==> config.mk <==
export PLATFORM = sky130hd
export DESIGN_NAME = led_seq_ctrl
export DESIGN_NICKNAME = d
export VERILOG_FILES = /design/src/rtl/led_seq_ctrl.sv
export SDC_FILE = /design/constraint.sdc
export NUM_CORES = 1
export LEC_CHECK = 0
export BUFFER_PORTS_ARGS = -buffer_cell sky130_fd_sc_hd__buf_4
export CELL_PAD_IN_SITES_DETAIL_PLACEMENT = 1
export CELL_PAD_IN_SITES_GLOBAL_PLACEMENT = 1
export CORE_ASPECT_RATIO = 1.25
export CORE_MARGIN = 2
export CORE_UTILIZATION = 40
export CTS_CLUSTER_SIZE = 10
export DETAILED_ROUTE_END_ITERATION = 12
export GPL_TIMING_DRIVEN = 0
export PLACE_DENSITY_LB_ADDON = 0.25
export RECOVER_POWER = 25
export SYNTH_ARGS = -nofsm -noshare
export SYNTH_HDL_FRONTEND = slang
export SYNTH_SLANG_ARGS = --single-unit
==> constraint.sdc <==
create_clock -name clk -period 3.2 [get_ports clk]
set_clock_uncertainty 0.15 [all_clocks]
set_input_delay 0.8 -clock clk [delete_from_list [all_inputs] [get_ports clk]]
set_output_delay 0.8 -clock clk [all_outputs]
set_load 0.02 [all_outputs]
==> src/rtl/led_seq_ctrl.sv <==
// Key-driven LED step sequencer: up/down counter advanced by an internal
// clock-enable tick, with wrap/stop modes and bar or running-light LED decode.
module led_seq_ctrl #(
  parameter int TICK_DIV  = 25000000,
  parameter int LED_W     = 18,
  parameter int CNT_W     = 4,
  parameter int MAX_COUNT = 9
) (
  input  logic             clk,
  input  logic             reset,
  input  logic             start,
  input  logic             pause,
  input  logic             dir,
  input  logic             wrap,
  input  logic             mode,
  output logic [LED_W-1:0] led,
  output logic [CNT_W-1:0] count,
  output logic [2:0]       state,
  output logic             tick
);

  localparam int DIV_W = (TICK_DIV > 1) ? $clog2(TICK_DIV) : 1;
  localparam logic [DIV_W-1:0] DIV_LAST = DIV_W'(TICK_DIV - 1);
  localparam logic [CNT_W-1:0] CNT_MAX  = CNT_W'(MAX_COUNT);

  typedef enum logic [2:0] {
    S_IDLE  = 3'd0,
    S_RUN   = 3'd1,
    S_PAUSE = 3'd2,
    S_DONE  = 3'd3
  } state_t;

  state_t             state_r, state_n;
  logic [DIV_W-1:0]   div_r;
  logic [LED_W-1:0]   ring_r;
  logic               start_q, pause_q;
  logic               start_rise_r, pause_rise_r;
  logic               load, do_step, div_end, at_term;
  logic [LED_W-1:0]   led_bar;

  assign state   = state_r;
  assign div_end = (div_r == DIV_LAST);
  assign at_term = dir ? (count == '0) : (count == CNT_MAX);

  // Key edges are registered, giving two cycles from key edge to state change.
  always_ff @(posedge clk) begin
    if (reset) begin
      start_q      <= start;
      pause_q      <= pause;
      start_rise_r <= 1'b0;
      pause_rise_r <= 1'b0;
    end else begin
      start_q      <= start;
      pause_q      <= pause;
      start_rise_r <= start & ~start_q;
      pause_rise_r <= pause & ~pause_q;
    end
  end

  always_ff @(posedge clk) begin
    if (reset) state_r <= S_IDLE;
    else       state_r <= state_n;
  end

  always_comb begin
    state_n = state_r;
    load    = 1'b0;
    do_step = 1'b0;
    case (state_r)
      S_IDLE, S_DONE: begin
        if (start_rise_r) begin
          state_n = S_RUN;
          load    = 1'b1;
        end
      end
      S_RUN: begin
        if (pause_rise_r) begin
          state_n = S_PAUSE;
        end else if (div_end) begin
          do_step = 1'b1;
          if (at_term && !wrap) state_n = S_DONE;
        end
      end
      S_PAUSE: begin
        if (pause_rise_r || start_rise_r) state_n = S_RUN;
      end
      default: state_n = S_IDLE;
    endcase
  end

  always_ff @(posedge clk) begin
    if (reset) begin
      count  <= '0;
      div_r  <= '0;
      tick   <= 1'b0;
      ring_r <= '0;
    end else begin
      tick <= 1'b0;
      if (load) begin
        div_r  <= '0;
        count  <= dir ? CNT_MAX : '0;
        ring_r <= dir ? {1'b1, {(LED_W-1){1'b0}}} : {{(LED_W-1){1'b0}}, 1'b1};
      end else if (state_r == S_RUN && !pause_rise_r) begin
        if (div_end) begin
          div_r <= '0;
          tick  <= 1'b1;
        end else begin
          div_r <= div_r + 1'b1;
        end
        // A terminal step without wrap leaves count and ring untouched.
        if (do_step && (!at_term || wrap)) begin
          if (!dir) begin
            count  <= at_term ? '0 : count + 1'b1;
            ring_r <= {ring_r[LED_W-2:0], ring_r[LED_W-1]};
          end else begin
            count  <= at_term ? CNT_MAX : count - 1'b1;
            ring_r <= {ring_r[0], ring_r[LED_W-1:1]};
          end
        end
      end
    end
  end

  always_comb begin
    led_bar = '0;
    for (int unsigned i = 0; i < LED_W; i++) begin
      led_bar[i] = (i < 32'(count));
    end
  end

  always_comb begin
    case (state_r)
      S_IDLE:  led = '0;
      S_DONE:  led = '1;
      default: led = mode ? ring_r : led_bar;
    endcase
  end

endmodule

==> impl_metrics.json <==
{
  "drv_slew": 0,
  "worstSkewPairLatency_ns": 0.32,
  "fin_crit_sh_pct": 96.23,
  "place_congestion": 0.9074,
  "grt-ovfl-total": 0,
  "hp-class": "flop to flop",
  "hpwl_mm": 7.363,
  "worstMarginPinSlew_ns": 0.7470,
  "final_net_count": 453,
  "cp.arrival_ns": 2.13,
  "fill_cells": 1029,
  "avgSynthCellArea_um2": 8.238,
  "initial_core_util_pct": 40.85,
  "min_from": "pause_q",
  "cts_sinks": 54,
  "synth_edf_count": 0,
  "setup_viol": 0,
  "crit_required_ns": 2.25,
  "outcome": "finished clean",
  "endpoint_kind": "output port",
  "seq_area_mm2": 0.001082,
  "ys_types": 60,
  "io_buffers": 29,
  "power_density_mw_per_mm2": 344.8,
  "clockRootBuffer": "clkbuf_8",
  "numCtsBuffers": 5,
  "ctsHoldBuffers": 0,
  "grt_max_degree": 18,
  "hold_end": "pause_rise_r",
  "synth_top_area_share_pct": 32.48,
  "yosys_warnings": 0,
  "grt_pass1_vias": 3264,
  "htreeDepth": 2,
  "reg2reg_to": "ring_r[8]",
  "drt_wl_total_mm": 10.00,
  "synthArstFlopShare_pct": 0,
  "slew_headroom_pct": 50.11,
  "drc_errors": 0,
  "syn2layout_area_growth_pct": 12.41,
  "placedCellCount": 530,
  "post-cts-setup-buffer-count": 0,
  "cts_buffer_depth": 2,
  "finalNonFillerCells": 537,
  "routedWlPerCell_um": 18.62,
  "vias": 3285,
  "std_cell_rows": 37,
  "drtIter0Drc": 182,
  "irDropWorstVdd_mv": 0.2297,
  "r2r-start": "state[0]",
  "drive_gt1_share_pct": 19.32,
  "criticalPathCategory": "flop to output port",
  "finalHoldViolCount": 0,
  "path_clk_slew_ns": 0.11,
  "synth.ff_latch_count": 54,
  "tns_ns": 0,
  "ant_nets": 0,
  "syn_inst": 404,
  "antenna_found_initial": 0,
  "max_freq_ghz": 0.3248,
  "hold_depth": 1,
  "ff2ff_setup_slack_ns": 0.42,
  "multi_input_area_mm2": 0.002031,
  "worst-path-max-fanout": 9,
  "synthTopCellsByArea": "dfxtp_1 (32%), a21oi_1 (7.8%), o31ai_1 (6.1%)",
  "total_power_mw": 1.290,
  "worst_hold_slack_ns": 0.2380,
  "yosysTopAreaCell": "dfxtp_1",
  "maxCapViolations": 0,
  "cts_tree": "yes",
  "cp-start-kind": "flop",
  "grt_pass1_wl_mm": 16.28,
  "ios": 33,
  "synth_sequential_area_ratio_pct": 32.48,
  "die_area_mm2": 0.009071,
  "die_y_um": 106.0,
  "antenna_cells": 0,
  "gr-usage-all-layers_pct": 22.08,
  "cts_resized": 3,
  "period_minus_slack_ns": 3.079,
  "fp.dieW_um": 85.59,
  "reg2regPathDepth": 8,
  "synthesis.nets": 418,
  "dr.pass1.iters": 4,
  "leakage_nw": 1.339,
  "yosys_most_used_dff": "dfxtp_1",
  "core-area_mm2": 0.008148,
  "avgViaCountPerCell": 6.117,
  "syn-cell-area_mm2": 0.003328,
  "rsz0062_at_grt": "no"
}
==> metrics by stage <==
stage          util [%]  area (µm²)  setup slack, ns
2_1_floorplan         -        3328           0.3052
4_1_cts           46.18        3762        -0.001633
5_1_grt           45.92        3741         0.006654
6_report          45.92        3741           0.1208
3_3_place_gp      45.01        3667          0.07293
3_5_place_dp      45.01        3667          0.09967
==> layout by cell type, fill, tap and decap left out, types with 7 or more instances in the layout <==
master    instances
a21oi_1          53
dfxtp_1          53
nand4_1          28
o31ai_1          27
o21ai_0          24
buf_4            23
nand2_1          19
nor2_1           18
clkbuf_1         17
mux2_2           17
inv_1            14
buf_2            11
or4_1             8
a211oi_1          7
or3_1             7
ha_1              7
==> where the power goes <==
part / internal [mW] / switching [mW]
clock network: 0.155 / 0.244
registers: 0.681 / 0.00997
logic: 0.0699 / 0.130
total: 0.906 / 0.384
==> worst max-delay path, stage by stage (launching register included) <==
cell and delay (ns):
dfxtp_1 0.40, clkbuf_4 0.22, inv_1 0.09, ha_1 0.30, nor3b_4 0.31, nor2_1 0.06, a21oi_1 0.15, o21ai_0 0.10
buf_4 0.17
==> sequential cells by signal, indices dropped and copies added, names as in the netlist <==
register	count
count	4
div_r	25
pause_q	1
state	2
start_rise_r	1
start_q	1
tick	1
ring_r	18
pause_rise_r	1
==> cells by family (layout without fill, tap and decap cells) <==
kind of cell | after synthesis | after routing | share of synthesized area, %
buffers and inverters | 50 | 86 | 6.879
xor gates and xnor gates | 8 | 8 | 2.105
DFF | 54 | 54 | 32.48
muxes | 21 | 21 | 6.955
adders and majority gates | 7 | 7 | 2.631
AOI/OAI and AO/OA | 130 | 130 | 24.02
and+or+nand+nor | 133 | 133 | 24.81
other | 1 | 1 | 0.1127
==> layout make-up <==
cell class / instances / share of cell area (%)
clock buffers: 5 / 1.839
plain buffers: 35 / 4.582
well taps: 97 / 3.244
clock inverters: 3 / 0.5017
flip-flops and latches: 54 / 28.93
inverters: 14 / 1.405
repair buffers: 29 / 5.217
multi-input cells: 300 / 54.28
==> worst max-delay path by stage <==
stage | from | end | slack (ns)
floorplan | mode | led[1] | 0.31
global placement | mode | led[1] | 0.07
detailed placement | mode | led[1] | 0.1
CTS | state[0] | led[14] | -0.002
global route | count[1] | led[0] | 0.007
finish | count[0] | led[0] | 0.12
==> layer usage <==
layer / wire length, µm / part of all wire [%] / vias to the layer above / track usage [%]
met5: 0 / 0 / - / 0
met4: 148 / 1.5 / 0 / 5.102
met3: 292 / 2.9 / 12 / 2.407
met2: 5200 / 52 / 57 / 40.90
met1: 4358 / 44 / 1633 / 27.01
li1: - / - / 1583 / -
==> synthesized netlist by cell type (all sizes together) (2+ instances only) <==
library cell / n
a21oi: 54
dfxtp: 54
nand4: 29
o31ai: 27
o21ai: 24
buf: 22
nand2: 20
nor2: 18
mux2: 17
clkbuf: 14
inv: 14
or4: 10
or3: 9
a211oi: 8
ha: 7
nand3: 6
nor2b: 6
xor2: 6
and2: 5
and4: 5
nand2b: 5
a31oi: 4
mux2i: 4
nor3: 4
and3: 3
nand3b: 3
nor3b: 3
a211o: 2
and3b: 2
nor4b: 2
xnor2: 2
Power figures use the tool's default switching activity.
